`src/rtl/snn_synapse_sum42.sv`:
```
// 42-synapse PSP front end with balanced-tree membrane summation and threshold gate.
// Optional macro SUM_PIPE_EN registers the adder output (one extra cycle on o_sv/o_neuronout).
module snn_synapse_sum42 #(
    parameter int p_width = 8,
    parameter int p_shift = 8,
    parameter int p_decay = 4
) (
    input  logic                          i_clk,
    input  logic                          i_rst_n,
    input  logic [42:1]                   i_event,
    input  logic [42*p_width-1:0]         i_weight,
    input  logic [p_width+p_shift+6-1:0]  i_threshold,
    output logic [p_width+p_shift+6-1:0]  o_sv,
    output logic [42:1]                   o_sync,
    output logic [p_width+p_shift+6-1:0]  o_neuronout
);

    localparam int PW = p_width + p_shift;
    localparam int SW = PW + 6;

    logic [SW-1:0] w_l0 [0:63];
    logic [SW-1:0] w_l1 [0:31];
    logic [SW-1:0] w_l2 [0:15];
    logic [SW-1:0] w_l3 [0:7];
    logic [SW-1:0] w_l4 [0:3];
    logic [SW-1:0] w_l5 [0:1];
    logic [SW-1:0] w_sum;
    logic [SW-1:0] w_sv;

    genvar g;
    generate
        for (g = 1; g <= 42; g++) begin : g_syn
            logic          r_eq;
            logic          r_sync;
            logic [PW-1:0] r_psp;
            logic          w_edge;
            logic [PW-1:0] w_dec;

            assign w_edge = i_event[g] & ~r_eq;
            assign w_dec  = r_psp >> p_decay;

            // A fresh edge always wins over decay; the minimum step of 1 guarantees the PSP drains to 0.
            always_ff @(posedge i_clk or negedge i_rst_n) begin
                if (!i_rst_n) begin
                    r_eq   <= 1'b0;
                    r_sync <= 1'b0;
                    r_psp  <= '0;
                end else begin
                    r_eq   <= i_event[g];
                    r_sync <= w_edge;
                    if (w_edge) begin
                        r_psp <= {i_weight[g*p_width-1 -: p_width], {p_shift{1'b0}}};
                    end else if (r_psp != '0) begin
                        if (w_dec != '0) begin
                            r_psp <= r_psp - w_dec;
                        end else begin
                            r_psp <= r_psp - PW'(1);
                        end
                    end
                end
            end

            assign o_sync[g]  = r_sync;
            assign w_l0[g-1]  = {{6{1'b0}}, r_psp};
        end

        // Pad the 42 operands to 64 so the tree is a clean power of two.
        for (g = 42; g < 64; g++) begin : g_pad
            assign w_l0[g] = '0;
        end

        for (g = 0; g < 32; g++) begin : g_t1
            assign w_l1[g] = w_l0[2*g] + w_l0[2*g+1];
        end
        for (g = 0; g < 16; g++) begin : g_t2
            assign w_l2[g] = w_l1[2*g] + w_l1[2*g+1];
        end
        for (g = 0; g < 8; g++) begin : g_t3
            assign w_l3[g] = w_l2[2*g] + w_l2[2*g+1];
        end
        for (g = 0; g < 4; g++) begin : g_t4
            assign w_l4[g] = w_l3[2*g] + w_l3[2*g+1];
        end
        for (g = 0; g < 2; g++) begin : g_t5
            assign w_l5[g] = w_l4[2*g] + w_l4[2*g+1];
        end
    endgenerate

    assign w_sum = w_l5[0] + w_l5[1];

`ifdef SUM_PIPE_EN
    logic [SW-1:0] r_sum;

    always_ff @(posedge i_clk or negedge i_rst_n) begin
        if (!i_rst_n) begin
            r_sum <= '0;
        end else begin
            r_sum <= w_sum;
        end
    end

    assign w_sv = r_sum;
`else
    assign w_sv = w_sum;
`endif

    assign o_sv        = w_sv;
    assign o_neuronout = (w_sv >= i_threshold) ? w_sv : '0;

endmodule

```
`config.mk`:
```
export PLATFORM = sky130hd
export DESIGN_NAME = snn_synapse_sum42
export DESIGN_NICKNAME = d
export VERILOG_FILES = /design/src/rtl/snn_synapse_sum42.sv
export SDC_FILE = /design/constraint.sdc
export NUM_CORES = 2
export LEC_CHECK = 0
export CORE_ASPECT_RATIO = 1.1
export CORE_MARGIN = 2
export CORE_UTILIZATION = 50
export DETAILED_ROUTE_END_ITERATION = 8
export GPL_ROUTABILITY_DRIVEN = 0
export PLACE_DENSITY = 0.69
export SETUP_SLACK_MARGIN = 0.05
export SYNTH_ARGS = -nofsm -noshare
export SYNTH_HDL_FRONTEND = slang
export SYNTH_SLANG_ARGS = --single-unit
```
`constraint.sdc`:
```
create_clock -name i_clk -period 10.6 [get_ports i_clk]
set_input_delay 1.06 -clock i_clk [delete_from_list [all_inputs] [get_ports i_clk]]
set_output_delay 1.06 -clock i_clk [all_outputs]
set_load 0.01 [all_outputs]
```
# Yosys cells after proc, flatten, opt, wreduce, memory -nomap -nowiden

Index checks and enable logic that the tools add are counted.

Logic and storage cells: 589
Bits in registers: 756
Output and inout port bits: 86
Bits of input ports: 402

$add $sub $neg: 125
Mux-type cells: 127
$lt $le $gt $ge: 1
Bitwise operators: 84
Reduce and logical (&&, ||, !) cells: 126

Operators by type and width:

| kind                                               | number |
|---|---|
| two-way mux 16 bit                                 | 126 |
| nonzero test 16 bit                                | 84 |
| subtractor 16 x 1 -> 16 bit, second input constant | 42 |
| subtractor 16 x 12 -> 16 bit                       | 42 |
| adder 16 x 16 -> 17 bit                            | 21 |
| adder 17 x 17 -> 18 bit                            | 10 |
| adder 18 x 18 -> 19 bit                            | 5 |
| nonzero test 2 bit                                 | 42 |
| AND 1 bit                                          | 42 |
| inverter 1 bit                                     | 42 |
| adder 19 x 19 -> 20 bit                            | 2 |
| adder 21 x 20 -> 22 bit                            | 1 |
| >= comparator 22 bit                               | 1 |
| two-way mux 22 bit                                 | 1 |
| adder 20 x 20 -> 21 bit                            | 1 |
| adder 19 x 17 -> 20 bit                            | 1 |

# Longest topological paths before layout

Depth in word-level cells: 8
Gate-level depth with buffers: 34
Gate-level depth less buffers: 32

# Worst setup path before layout

Ideal clock, no wire load.

Path kind: reg2out
Start: reg g_syn[34].r_psp[6]
End: out o_neuronout[21]
Stages on the path, launching flop included: 29
Slack: 1.837 ns
Data arrival time: 7.703 ns
Required time: 9.540 ns
Buffers on the path: 1
Cells stage by stage: dfrtp_1 > fa_1 > inv_1 > fa_1 > inv_1 > fa_1 > fa_1 > inv_1 > fa_1 > inv_1 > fa_1 > fa_1 > inv_1 > fa_1 > inv_1 > ha_1 > a21oi_1 > nand2_1 > o21ai_0 > o21ai_0 > o41ai_1 > xnor2_1 > ha_1 > a21o_1 > a21o_1 > a211oi_1 > o41a_1 > clkbuf_1 > nor3_1

Word-level cells in the longest chain between the ends: 7

Ends and longest elaborated chain:

| what                    | RTL line | source |
|---|---|---|
| from (decl)             | 35       | `logic [PW-1:0] r_psp;` |
| from (signal assigned)  | 52       | `r_psp <= {i_weight[g*p_width-1 -: p_width], {p_shift{1'b0}}};` |
| from (signal assigned)  | 55       | `r_psp <= r_psp - w_dec;` |
| from (signal assigned)  | 57       | `r_psp <= r_psp - PW'(1);` |
| adder 16 x 16 -> 17 bit | 73       | `assign w_l1[g] = w_l0[2*g] + w_l0[2*g+1];` |
| adder 17 x 17 -> 18 bit | 76       | `assign w_l2[g] = w_l1[2*g] + w_l1[2*g+1];` |
| adder 18 x 18 -> 19 bit | 79       | `assign w_l3[g] = w_l2[2*g] + w_l2[2*g+1];` |
| adder 19 x 17 -> 20 bit | 82       | `assign w_l4[g] = w_l3[2*g] + w_l3[2*g+1];` |
| adder 21 x 20 -> 22 bit | 89       | `assign w_sum = w_l5[0] + w_l5[1];` |
| net o_sv[19]            | 13       | `output logic [p_width+p_shift+6-1:0] o_sv,` |
| >= comparator 22 bit    | 108      | `assign o_neuronout = (w_sv >= i_threshold) ? w_sv : '0;` |
| two-way mux 22 bit      | 108      |  |
| to (decl)               | 15       | `output logic [p_width+p_shift+6-1:0] o_neuronout` |

The timed path passes the listed nets, and every way through them passes these cells.

# Final worst setup path

Start: reg g_syn[31].r_psp[13]
End: out o_neuronout[21]

Word-level cells in the longest chain between the ends: 8

Ends and longest elaborated chain:

| what                      | RTL line | source |
|---|---|---|
| from (decl)               | 35       |  |
| from (signal assigned)    | 52       |  |
| from (signal assigned)    | 55       |  |
| from (signal assigned)    | 57       |  |
| adder 16 x 16 -> 17 bit * | 73       |  |
| adder 17 x 17 -> 18 bit * | 76       |  |
| adder 18 x 18 -> 19 bit * | 79       |  |
| adder 19 x 19 -> 20 bit * | 82       |  |
| adder 20 x 20 -> 21 bit * | 85       | `assign w_l5[g] = w_l4[2*g] + w_l4[2*g+1];` |
| adder 21 x 20 -> 22 bit * | 89       |  |
| >= comparator 22 bit      | 108      |  |
| two-way mux 22 bit *      | 108      |  |

Mark *: on every way between the ends. The rest lies on a longest branch, timed or not.

==> results by group <==
Yosys
  • Ys Warns: 0
  • Most common cell in the netlist: inv_1
  • Compound-Gate Fraction of Synth Area: 14.33%
  • Synth area leaders: dfrtp_1, fa_1, ha_1, inv_1, xnor2_1
  • Synthesized area per cell: 9.082 um^2
  • Leading area contributor after synthesis: dfrtp_1
  • Cells after Synth: 7716
  • Top FF cell, synth: dfrtp_1
  • EDFF count, synth: 0
  • Synth cell count leaders: inv_1, dfrtp_1, fa_1, ha_1, nor2_1
  • Post-Syn Area: 70080 um^2
  • Adder-cell area share of the yosys netlist: 29.60%
  • XOR/XNOR Fraction of Synth Area: 6.061%
  • Yosys reg bits: 756
  • Post-synthesis simple-gate area fraction: 13.20%
  • Syn Nets: 9371
  • Yosys cell types: 90
  • Post-synthesis sequential area ratio: 27.00%
  • Mux cell area share after synthesis: 0.2000%
  • Asr flop ratio synth: 100.0%
  • Largest family of logic cells by synthesized area: adder cells
  • Top cell type's share of synthesized area: 27.00%

Timing
  • Maximum clock rate: 0.09467 GHz
  • Worst slew pin tran: 1.344 ns
  • Final Hold Viols: 0
  • Relative slew slack: 10.23%
  • Slew Viols, Final: 0
  • Tcrit/Tclk final: 99.65%
  • Finish-stage setup viols: 0
  • Worst Skew: 0.03496 ns
  • Final min period: 10.56 ns
  • RSZ-0062 raised after global routing: true
  • Setup Total Neg Slack: 0 ns

Route
  • Iteration-0 DRC Markers: 4389
  • Residual DRC: 0
  • Routed length per instance: 20.53 um
  • Detail Route Antenna Nets: 0
  • Vias post-DR: 56520
  • Final WL: 207600 um
  • 1st-pass router iterations: 8
  • Vias per cell: 5.591

Final layout
  • Layout cell share with drive strength beyond 1: 3.803%
  • Fin nets: 9869
  • Filler cell count: 12230
  • Finished Core Util: 57.71%
  • Diodes inserted: 0
  • Area Overhead vs Synth: 14.98%
  • Final Cell Area: 80580 um^2

CTS
  • CTS Sinks: 756
  • Num CTS Buffers: 93
  • Clk buf depth: 3
  • Worst-path clk slew: 0.06 ns
  • Clk root buf: clkbuf_16
  • CTS tree: built
  • Clk_lat worst skew: 0.73 ns
  • H-tree depth: 3

Status
  • Status: finished clean

Worst setup path
  • Reg2Reg Setup Slack: 6.57 ns
  • Setup CP Type: flip-flop to output port
  • Kind of start point of the critical path: flip-flop
  • Endpoint type of the worst setup path: output port
  • Crit Path Max Fanout: 8
  • Worst endpoint required time: 9.54 ns
  • WP data arrival: 9.50 ns

Floorplanning
  • Core ar.: 139600 um^2
  • Top Ports: 488
  • Die width: 361.0 um
  • Die ar.: 143200 um^2
  • # rows: 144
  • Initial Utilization: 50.19%
  • Die Span Y: 396.7 um

Placement
  • Port Buf Inserts: 487
  • Placement Cell Area: 76880 um^2
  • DPL Wire Length: 169500 um

GRT
  • Most Crowded Layer GR: met2
  • Number of global-route vias before repair: 58340
  • First-pass GRT wire length: 326900 um
  • Antenna violations before repair: 2
  • Met3 usage: 4.340%
  • Met1 GRT Util: 38.60%
  • Pin count of the biggest net entering global routing: 169
  • Total gr overflow: 0
  • GRT Total Usage: 29.24%
  • GRT met2 Usage: 47.59%

Worst hold path
  • Worst min path class: input pin to asynchronous set/reset pin

Run
  • Max_cap viols: 0
## critical path, cell delays in order (launching register included)
cell and delay [ns]:
dfrtp_2 0.43, inv_1 0.10, fa_1 0.56, fa_1 0.66, inv_1 0.08, fa_1 0.50
fa_1 0.65, inv_1 0.09, fa_1 0.51, inv_1 0.06, fa_1 0.44, fa_1 0.53
inv_1 0.05, fa_1 0.47, inv_1 0.05, ha_2 0.32, a21oi_1 0.21, o21ai_0 0.17
o21bai_2 0.26, a21o_2 0.26, a41oi_4 0.31, nor2_1 0.11, ha_1 0.35, nand4_1 0.14
o41a_4 0.57, buf_6 0.18, nor3_1 0.14, clkdlybuf4s50_1 0.56
## flip-flops by register name, summed over array words and instances, names as in the netlist
signal and cells:
g_syn.r_eq 42, g_syn.r_sync 42, g_syn.r_psp 672
## metrics by stage
stage	cells	setup slack (ns)	hold WS (ns)
2_1_floorplan	7716	1.837	0.5218
3_3_place_gp	9928	0.5028	0.3962
3_5_place_dp	9928	0.3665	0.4025
4_1_cts	10100	0.04379	0.3804
5_1_grt	10110	-0.2250	0.4180
6_report	10110	0.03680	0.3912
## final timing paths
kind / from / end / cells after the start
min in group i_clk: g_syn[22].r_eq / g_syn[22].r_sync / 1
max in group asynchronous: i_rst_n / g_syn[13].r_psp[14] / 3
setup / recovery: g_syn[31].r_psp[13] / o_neuronout[21] / 27
setup reg to reg: g_syn[39].r_psp[14] / g_syn[39].r_psp[14] / 14
hold / removal: i_rst_n / g_syn[6].r_sync / 1
hold reg to reg: g_syn[22].r_eq / g_syn[22].r_sync / 1
## metal layers
metal,wire [um],share of wire [%],vias up
li1,-,-,26370
met1,87680,42,27880
met2,96920,47,1853
met3,12270,5.9,418
met4,10690,5.1,0
met5,0,0,-
## what timing repair did
item                       in CTS  in global routing
setup buffers                   7                  8
gates cloned                    0                  1
pin swaps                      10                  7
gates resized for setup        39                 32
setup endpoints to repair      22                 22
hold buffers                    0                  0
## cell type report
class | count | area, um^2 | area share (%)
clock buffer | 130 | 2760 | 3.426
clock inverter | 35 | 508.0 | 0.6304
multi-input combinational | 5209 | 44680 | 55.45
sequential | 756 | 18930 | 23.49
inverter | 1622 | 6088 | 7.556
tap | 1825 | 2283 | 2.834
timing repair buffer | 532 | 5331 | 6.617
## cells by family (layout without fill, tap and decap cells)
logic type	after synthesis	after routing
mux	14	14
fa+ha+maj	1253	1253
compound gates	1540	1540
simple gates	1917	1917
flops	756	756
xor+xnor	485	485
buf+inv	1751	2319
## cells in the final DEF, fill, tap and decap left out, drive strengths merged, types with 113 or more instances in the layout
cell | Yosys | layout
nor3 | 137 | 137
o31ai | 113 | 113
dfrtp | 756 | 756
nor4 | 143 | 143
nand2b | 114 | 114
clkdlybuf4s50 | 0 | 474
clkbuf | 83 | 131
xnor2 | 315 | 315
nand2 | 516 | 516
inv | 1617 | 1620
nor2 | 545 | 545
a21oi | 307 | 307
ha | 578 | 578
xor2 | 170 | 170
a21o | 129 | 129
o21ai | 461 | 461
fa | 675 | 675
Power is left out: the tool's default activity adds up to more than one toggle a clock period on the data nets, which glitch-free logic cannot reach.
